===== src/rtl/core_pkg.sv =====
// Shared definitions for the core pipeline control slice.
//   pipe_ctrl_state_t : pipeline controller FSM state encoding
//   STALL_CNT_W       : width of the performance stall counter
package core_pkg;

  localparam int STALL_CNT_W = 32;

  typedef enum logic [1:0] {
    RUN       = 2'd0,  // normal issue
    TRAP_PEND = 2'd1,  // trap accepted, waiting for the data access to finish
    DRAIN     = 2'd2   // redirected, discarding the wrong-path fetch in flight
  } pipe_ctrl_state_t;

endpackage


===== src/rtl/core_sat_cnt.sv =====
// Saturating up-counter.
//   clk   : clock, rising edge
//   rst   : asynchronous active-high reset, clears the count
//   inc   : add one this cycle (ignored once the count is all ones)
//   clr   : synchronous clear, wins over inc
//   count : current count value
module core_sat_cnt #(
  parameter int WIDTH = 32
) (
  input  logic             clk,
  input  logic             rst,
  input  logic             inc,
  input  logic             clr,
  output logic [WIDTH-1:0] count
);

  // NOTE: sequential state uses non-blocking assignments so every flop
  // samples the pre-edge value of its inputs, independent of block order.
  always_ff @(posedge clk or posedge rst) begin
    if (rst) begin
      count <= '0;
    end else if (clr) begin
      count <= '0;
    end else if (inc && (count != {WIDTH{1'b1}})) begin
      count <= count + 1'b1;
    end
  end

endmodule


===== src/rtl/core_pipe_ctrl.sv =====
// Pipeline hazard / redirect controller for a 5-stage core.
//   clk, rst         : clock (rising edge), asynchronous active-high reset
//   insert_nop       : load-use hazard from the ID-stage detector
//   ex_jump          : taken branch / jump resolved in EX
//   trap_req         : trap or interrupt accepted at MEM
//   ifu_ready        : instruction bus delivers a fetch this cycle
//   lsu_busy         : MEM-stage data access still outstanding
//   pc_hold, fd_hold, de_hold, em_hold     : freeze PC / pipeline register
//   fd_flush, de_flush, em_flush, mw_flush : load a bubble into the register
//   redirect, redirect_src                 : PC loads target (0 jump, 1 trap)
//   stall_cnt        : saturating count of cycles with pc_hold=1
// Control outputs are combinational from the registered state and the inputs.
module core_pipe_ctrl
  import core_pkg::*;
(
  input  logic                   clk,
  input  logic                   rst,
  input  logic                   insert_nop,
  input  logic                   ex_jump,
  input  logic                   trap_req,
  input  logic                   ifu_ready,
  input  logic                   lsu_busy,
  output logic                   pc_hold,
  output logic                   fd_hold,
  output logic                   de_hold,
  output logic                   em_hold,
  output logic                   fd_flush,
  output logic                   de_flush,
  output logic                   em_flush,
  output logic                   mw_flush,
  output logic                   redirect,
  output logic                   redirect_src,
  output logic [STALL_CNT_W-1:0] stall_cnt
);

  pipe_ctrl_state_t state, next_state;

  logic pc_hold_c, fd_hold_c, de_hold_c, em_hold_c;
  logic fd_flush_c, de_flush_c, em_flush_c, mw_flush_c;
  logic redirect_c, redirect_src_c;
  logic trap_live;

  // A trap is live when newly requested or already latched in TRAP_PEND.
  assign trap_live = trap_req || (state == TRAP_PEND);

  // NOTE: every signal written here gets a default first, so no path can
  // leave one unassigned and infer a latch.
  always_comb begin
    next_state     = state;
    pc_hold_c      = 1'b0;
    fd_hold_c      = 1'b0;
    de_hold_c      = 1'b0;
    em_hold_c      = 1'b0;
    fd_flush_c     = 1'b0;
    de_flush_c     = 1'b0;
    em_flush_c     = 1'b0;
    mw_flush_c     = 1'b0;
    redirect_c     = 1'b0;
    redirect_src_c = 1'b0;

    if (trap_live && lsu_busy) begin
      // Trap must wait for the data access: freeze everything, bubble WB.
      pc_hold_c  = 1'b1;
      fd_hold_c  = 1'b1;
      de_hold_c  = 1'b1;
      em_hold_c  = 1'b1;
      mw_flush_c = 1'b1;
      // A stale fetch may still arrive while draining; keep discarding it.
      if (state == DRAIN) fd_flush_c = 1'b1;
      next_state = TRAP_PEND;
    end else if (trap_live) begin
      // Take the trap: redirect wins over the drain's PC freeze.
      redirect_c     = 1'b1;
      redirect_src_c = 1'b1;
      fd_flush_c     = 1'b1;
      de_flush_c     = 1'b1;
      em_flush_c     = 1'b1;
      mw_flush_c     = 1'b1;
      next_state     = ifu_ready ? RUN : DRAIN;
    end else if (state == DRAIN) begin
      pc_hold_c  = 1'b1;
      fd_flush_c = 1'b1;
      if (lsu_busy) begin
        de_hold_c  = 1'b1;
        em_hold_c  = 1'b1;
        mw_flush_c = 1'b1;
      end
      if (ifu_ready) next_state = RUN;
    end else if (lsu_busy) begin
      pc_hold_c  = 1'b1;
      fd_hold_c  = 1'b1;
      de_hold_c  = 1'b1;
      em_hold_c  = 1'b1;
      mw_flush_c = 1'b1;
    end else if (ex_jump) begin
      redirect_c = 1'b1;
      fd_flush_c = 1'b1;
      de_flush_c = 1'b1;
      next_state = ifu_ready ? RUN : DRAIN;
    end else if (insert_nop) begin
      pc_hold_c  = 1'b1;
      fd_hold_c  = 1'b1;
      de_flush_c = 1'b1;
    end else if (!ifu_ready) begin
      pc_hold_c  = 1'b1;
      fd_flush_c = 1'b1;
    end
  end

  // Output stage: reset forces all bubbles; a flush always masks its hold.
  always_comb begin
    if (rst) begin
      pc_hold      = 1'b0;
      fd_hold      = 1'b0;
      de_hold      = 1'b0;
      em_hold      = 1'b0;
      fd_flush     = 1'b1;
      de_flush     = 1'b1;
      em_flush     = 1'b1;
      mw_flush     = 1'b1;
      redirect     = 1'b0;
      redirect_src = 1'b0;
    end else begin
      pc_hold      = pc_hold_c;
      fd_hold      = fd_hold_c & ~fd_flush_c;
      de_hold      = de_hold_c & ~de_flush_c;
      em_hold      = em_hold_c & ~em_flush_c;
      fd_flush     = fd_flush_c;
      de_flush     = de_flush_c;
      em_flush     = em_flush_c;
      mw_flush     = mw_flush_c;
      redirect     = redirect_c;
      redirect_src = redirect_src_c;
    end
  end

  always_ff @(posedge clk or posedge rst) begin
    if (rst) state <= RUN;
    else     state <= next_state;
  end

  core_sat_cnt #(
    .WIDTH (STALL_CNT_W)
  ) u_stall_cnt (
    .clk   (clk),
    .rst   (rst),
    .inc   (pc_hold),
    .clr   (1'b0),
    .count (stall_cnt)
  );

endmodule


===== config.mk =====
export PLATFORM = sky130hd
export DESIGN_NAME = core_pipe_ctrl
export DESIGN_NICKNAME = d
export VERILOG_FILES = /design/src/rtl/core_pkg.sv /design/src/rtl/core_sat_cnt.sv /design/src/rtl/core_pipe_ctrl.sv
export SDC_FILE = /design/constraint.sdc
export NUM_CORES = 1
export LEC_CHECK = 0
export ABC_CLOCK_PERIOD_IN_PS = 2200
export BUFFER_PORTS_ARGS = -buffer_cell sky130_fd_sc_hd__buf_4
export CAP_MARGIN = 0
export CORE_ASPECT_RATIO = 0.9
export CORE_UTILIZATION = 52
export DETAILED_ROUTE_END_ITERATION = 8
export PLACE_DENSITY = 0.9
export SYNTH_ARGS = -nofsm -noshare
export SYNTH_HDL_FRONTEND = slang
export SYNTH_SLANG_ARGS = --single-unit

===== constraint.sdc =====
create_clock -name clk -period 2.2 [get_ports clk]
set_clock_uncertainty 0.15 [all_clocks]
set_input_delay 0.33 -clock clk [delete_from_list [all_inputs] [get_ports clk]]
set_output_delay 0.33 -clock clk [all_outputs]
set_load 0.1 [all_outputs]

### Word-level counts from Yosys, hierarchy flattened

Index checks and enable logic that the tools add are counted.

* memory bits (writable): 0
* logic and storage cells: 73
* bits of input ports: 7
* memories: 0
* latch bits: 0
* flip-flop bits (word level): 34
* output and inout port bits: 42
* memory bits (read-only): 0

* magnitude comparators: 0
* eq/ne operators: 5
* shift-type cells: 0
* divide/modulo/power cells: 0
* reductions and logical operators: 5
* mux-type cells: 54
* multiply operators: 0
* add/subtract/negate cells: 1
* bitwise gates (word level): 6

Operators with widths (count)
* 1-bit 2-to-1 mux: 47
* 32-bit by 1-bit adder with 32-bit output (second input constant): 1
* 32-bit != test (second input constant): 1
* 2-bit 2-to-1 mux: 7
* 4-bit by 1-bit != test with 1-bit output (second input constant): 1
* 4-bit != test (second input constant): 1
* 4-bit nonzero test: 1
* 1-bit bitwise AND: 3
* 1-bit NOT: 3
* 3-bit AND reduction: 1
* 2-bit by 1-bit == test with 1-bit output (second input constant): 1
* 2-bit == test (second input constant): 1
* 1-bit logical AND: 2
* 1-bit logical OR: 1

### Depth between registers and ports, before layout

* depth after elaboration: 10
* depth in mapped cells: 8
* depth with buffers taken out: 7

### By module

A second synthesis with hierarchy kept.

* cells, all modules: 240
* area, all modules: 2199.6 µm²

By module, submodules not included
* core_sat_cnt: cells an instance 199, area an instance 1911.8 µm², seq. area each 800.8 µm², instances 1
* core_pipe_ctrl: cells an instance 41, area an instance 287.8 µm², seq. area each 50.0 µm², instances 1

### Least setup slack after synthesis

Ideal clock, no wire load.

* path kind: flip-flop to output port
* start point: reg state[1]
* end point: out fd_hold
* required time: 1.720 ns
* arrival time: 4.586 ns
* buffers on the path: 0
* stages on the path, launching flop included: 7
* slack: -2.866 ns
* cell sequence: dfrtp_1 > or2b_2 > nand2_1 > nor2_1 > o21a_1 > o21ai_0 > nor3_1

* cells in the longest elaborated chain, start to end: 7
* elaborated cells between the ends (all ways): 14
* classes of those cells: 2 x eq/ne; 8 x mux; 2 x bitwise; 2 x reduce/logical

RTL lines
* start, declared: line core_pipe_ctrl.sv:36 `pipe_ctrl_state_t state, next_state;`
* start signal, assigned: line core_pipe_ctrl.sv:139 `else state <= next_state;`
* 2-bit == test or 2-bit by 1-bit == test with 1-bit output (tied branches): line core_pipe_ctrl.sv:69, core_pipe_ctrl.sv:80, core_pipe_ctrl.sv:44
* 1-bit 2-to-1 mux or 1-bit logical OR (tied branches): line core_pipe_ctrl.sv:80, core_pipe_ctrl.sv:44
* 1-bit 2-to-1 mux or 1-bit logical AND (tied branches): line core_pipe_ctrl.sv:71, core_pipe_ctrl.sv:61
* 1-bit 2-to-1 mux: line core_pipe_ctrl.sv:61 `if (trap_live && lsu_busy) begin`
* 1-bit NOT: line core_pipe_ctrl.sv:125 `fd_hold = fd_hold_c & ~fd_flush_c;`
* 1-bit bitwise AND (*): line core_pipe_ctrl.sv:125
* 1-bit 2-to-1 mux (*): line core_pipe_ctrl.sv:112 `if (rst) begin`
* end, declared: line core_pipe_ctrl.sv:24 `output logic fd_hold,`

Every way passes the cells marked *; elsewhere a longest branch is shown, timed or not.

### Worst setup path in the final report

* start point: reg state[1]
* end point: out pc_hold

* cells in the longest elaborated chain, start to end: 5
* elaborated cells between the ends (all ways): 8
* classes of those cells: 2 x eq/ne; 4 x mux; 2 x reduce/logical

RTL lines
* 2-bit == test or 2-bit by 1-bit == test with 1-bit output (tied branches): line core_pipe_ctrl.sv:80, core_pipe_ctrl.sv:44
* 1-bit 2-to-1 mux or 1-bit logical OR (tied branches): line core_pipe_ctrl.sv:80, core_pipe_ctrl.sv:44
* 1-bit 2-to-1 mux or 1-bit logical AND (tied branches): line core_pipe_ctrl.sv:71, core_pipe_ctrl.sv:61
* 1-bit 2-to-1 mux (*): line core_pipe_ctrl.sv:61
* 1-bit 2-to-1 mux (*): line core_pipe_ctrl.sv:112
* end, declared: line core_pipe_ctrl.sv:23 `output logic pc_hold,`

Marked as above.

==> reports/metrics.yaml <==
rsz0062_at_grt: "yes"
critPathMaxFanout: 6
multi_input_area_sq_um: 1010
reg2reg_depth: 7
p_switching_mw: 0.861
layout_setup_ws_ps: -36.2
path_clk_slew_ps: 60
pwr-share-clk_pct: 22.2
first_global_vias: 1529
violations: "negative setup slack"
arrival_ps: 1760
hold_viol_final: 0
wl_per_cell_um: 14.1
power_frac_seq_pct: 39.3
drive_gt1_share_pct: 38.9
grt_util_all_layers_pct: 24.1
num_antenna_cells: 0
synthesis.nets: 195
syn_area_per_cell_sq_um: 9.94
leakagePower_nw: 1.17
clockRootBuffer: "clkbuf_8"
portBuffers: 48
core_area_sq_um: 3400
postSynthCellCount: 187
drt_first_iter_violations: 73
critPathKind: "reg -> out"
p_total_mw: 1.92
cp_data_required_time_ps: 1720
period_needed_ps: 2240
grt_start_max_net_pins: 20
ys_seq_area_share_pct: 45.8
synth_area_sq_um: 1860
final_util_pct: 72.9
synthDistinctLibCells: 42
synth_warnings: 0
crit_path_top_delay_cell: "dfrtp_1"
vias: 1568
syn2layout_area_growth_pct: 33.5
power.internal_mw: 1.06
placed_area_sq_um: 2370
start_util_pct: 54.6
antenna_found_initial: 0
timing.final.crit_share_pct: 102
clock_path_buffers: 2
setup_viol: 1
sw_frac_of_total_pct: 44.8
crit_path_end_kind: "primary output"
overflow: 0
cap_violations: 0
cpMostUsedCell: "buf_4"
place_congestion: 0.917
die_width_um: 65.0
max_freq_mhz: 447
grt_pass1_wl_um: 6850
power_frac_comb_pct: 38.5
fillCellCount: 267
worstSetupStartpointType: "flip-flop"
routed_via_density: 5.39
tightest_slew_ps: 339
r2r-start: "state[1]$_DFFE_PP0P_"
synth_seq_cells: 34
relSlewSlack_pct: 77.2
r2r_end: "u_stall_cnt.count[4]$_DFFE_PP0P_"
path_cells: "or2b_2 -> a21oi_2 -> nor3_4 -> buf_4 -> buf_4"
dp_hpwl_um: 2930
regToRegSetupSlack_ps: 130
h-tree-depth: 2
cts_buffers: 5
power.density_nw_per_um2: 775
crit_family: "simple AND/OR/NAND/NOR gates"
first_pass_iters: 5
ant_nets: 0
slowest_delay_ps: 410
holdPathEnd: "state[1]$_DFFE_PP0P_"
hp-start: "ifu_ready"
path_buf_inv: 2
register_area_sq_um: 851
rows: 20
drc: 0
irDropWorstVdd_mv: 0.527
finalInstanceArea_sq_um: 2480
yosys.area.top_type: "dfrtp_1"
die_area_sq_um: 3820
clock-sinks: 34
clk-insertion-delay-late_ps: 290
cts_tree: "built"
die_h_um: 58.7
holdPathStages: 2
final_max_slew_viol_count: 0
nets: 255
synth_area_leaders: "dfrtp_1, xor2_1, xnor2_1"
yosys.area.top_type_share_pct: 45.8
worstHoldPathType: "in -> reg"
wl_um: 4090
ios: 49
outcome: "finished with violations"
## cell type report
| cell class | count | area share (%) |
|---|---|---|
| repair buffers | 57 | 17.9 |
| flip-flops and latches | 34 | 34.3 |
| well taps | 44 | 2.22 |
| inverters | 11 | 1.66 |
| clock buffers | 5 | 2.77 |
| multi-input cells | 138 | 40.7 |
| clock inverters | 2 | 0.403 |
## worst register-to-register path, stage by stage (launching register included)
cell	delay, ps
dfrtp_1	410
or2b_2	350
a21oi_2	240
nor3_4	70
buf_4	170
and2_4	210
and4_1	220
xor2_1	150
## sequential cells by signal, summed over array words and instances, names as in the netlist
register           cells
u_stall_cnt.count     32
state                  2
## metrics by stage
stage / std cells / hold slack (ps) / worst slack [ps] / setup TNS [ps]
2_1_floorplan: 187 / 287 / -890 / -26160
3_3_place_gp: 282 / 289 / 188 / 0
3_5_place_dp: 282 / 292 / 156 / 0
4_1_cts: 291 / 112 / -37.8 / -60.9
5_1_grt: 291 / 131 / -115 / -296
6_report: 291 / 112 / -36.2 / -36.2
## power groups by stage
stage               combinational, mW  sequential [mW]  clock, mW
finish                          0.741            0.755      0.427
global route                    0.770            0.765      0.462
CTS                             0.742            0.756      0.439
detailed placement              0.733            0.767          0
global placement                0.723            0.759          0
floorplan                       0.246             1.10          0
## cell families after synthesis
family | Yosys count | synth area share, %
flip-flops | 34 | 45.8
adder cells (fa/ha/maj) | 2 | 1.21
buffers and inverters | 15 | 4.10
AO/OA/AOI/OAI | 13 | 4.51
XOR/XNOR | 30 | 14.1
multiplexers | 1 | 0.807
AND/OR/NAND/NOR | 92 | 29.5
## layer usage
layer	wire length (um)	GRT usage, %
met1	1750	29.6
met2	2100	41.1
met3	171	5.04
met4	75	11.2
met5	0	0
## cell usage after synthesis
master / n
a211oi_1: 3
a21oi_1: 3
a21oi_2: 1
a31oi_1: 1
and2_4: 1
and2b_1: 1
and3_1: 1
and4_1: 4
and4_2: 1
and4_4: 1
and4bb_1: 1
buf_2: 1
buf_4: 1
buf_6: 2
dfrtp_1: 34
ha_1: 1
inv_1: 11
maj3_1: 1
mux2_4: 1
nand2_1: 18
nand2b_1: 1
nand3_1: 10
nand3_2: 3
nand4_1: 7
nand4_2: 1
nor2_1: 17
nor2_2: 1
nor2b_4: 1
nor3_1: 10
nor3_2: 2
nor3_4: 1
nor4_1: 2
nor4_2: 1
o21a_1: 2
o21ai_0: 2
o22ai_1: 1
or2_2: 1
or2b_2: 1
or3_1: 4
or3_4: 1
xnor2_1: 13
xor2_1: 17
## worst max path at each step
stage | startpoint | endpoint | slack (ps) | depth (start not counted)
finish | state[1]$_DFFE_PP0P_ | pc_hold | -40 | 5
global route | state[0]$_DFFE_PP0P_ | fd_hold | -120 | 7
CTS | state[1]$_DFFE_PP0P_ | pc_hold | -40 | 5
detailed placement | trap_req | fd_hold | 160 | 8
global placement | u_stall_cnt.count[0]$_DFFE_PP0P_ | u_stall_cnt.count[31]$_DFFE_PP0P_ | 190 | 8
floorplan | rst | u_stall_cnt.count[7]$_DFFE_PP0P_ | -890 | 8
## cell usage in the layout (no fill, tap or decap), types with 6 or more instances in the layout
cell type and instances:
buf_4 52, dfrtp_1 34, inv_1 11, nand2_1 18
nand3_1 10, nand4_1 7, nor2_1 13, nor3_1 6
nor3_2 6, xnor2_1 13, xor2_1 17
## repair_timing
item,4_1_cts,5_1_grt
setup endpoints to repair,4,5
setup buffers,1,0
hold buffers,1,0
pin swaps,2,1
hold endpoints to repair,15,0
resized for setup,3,2
(Power assumes the default switching activity.)
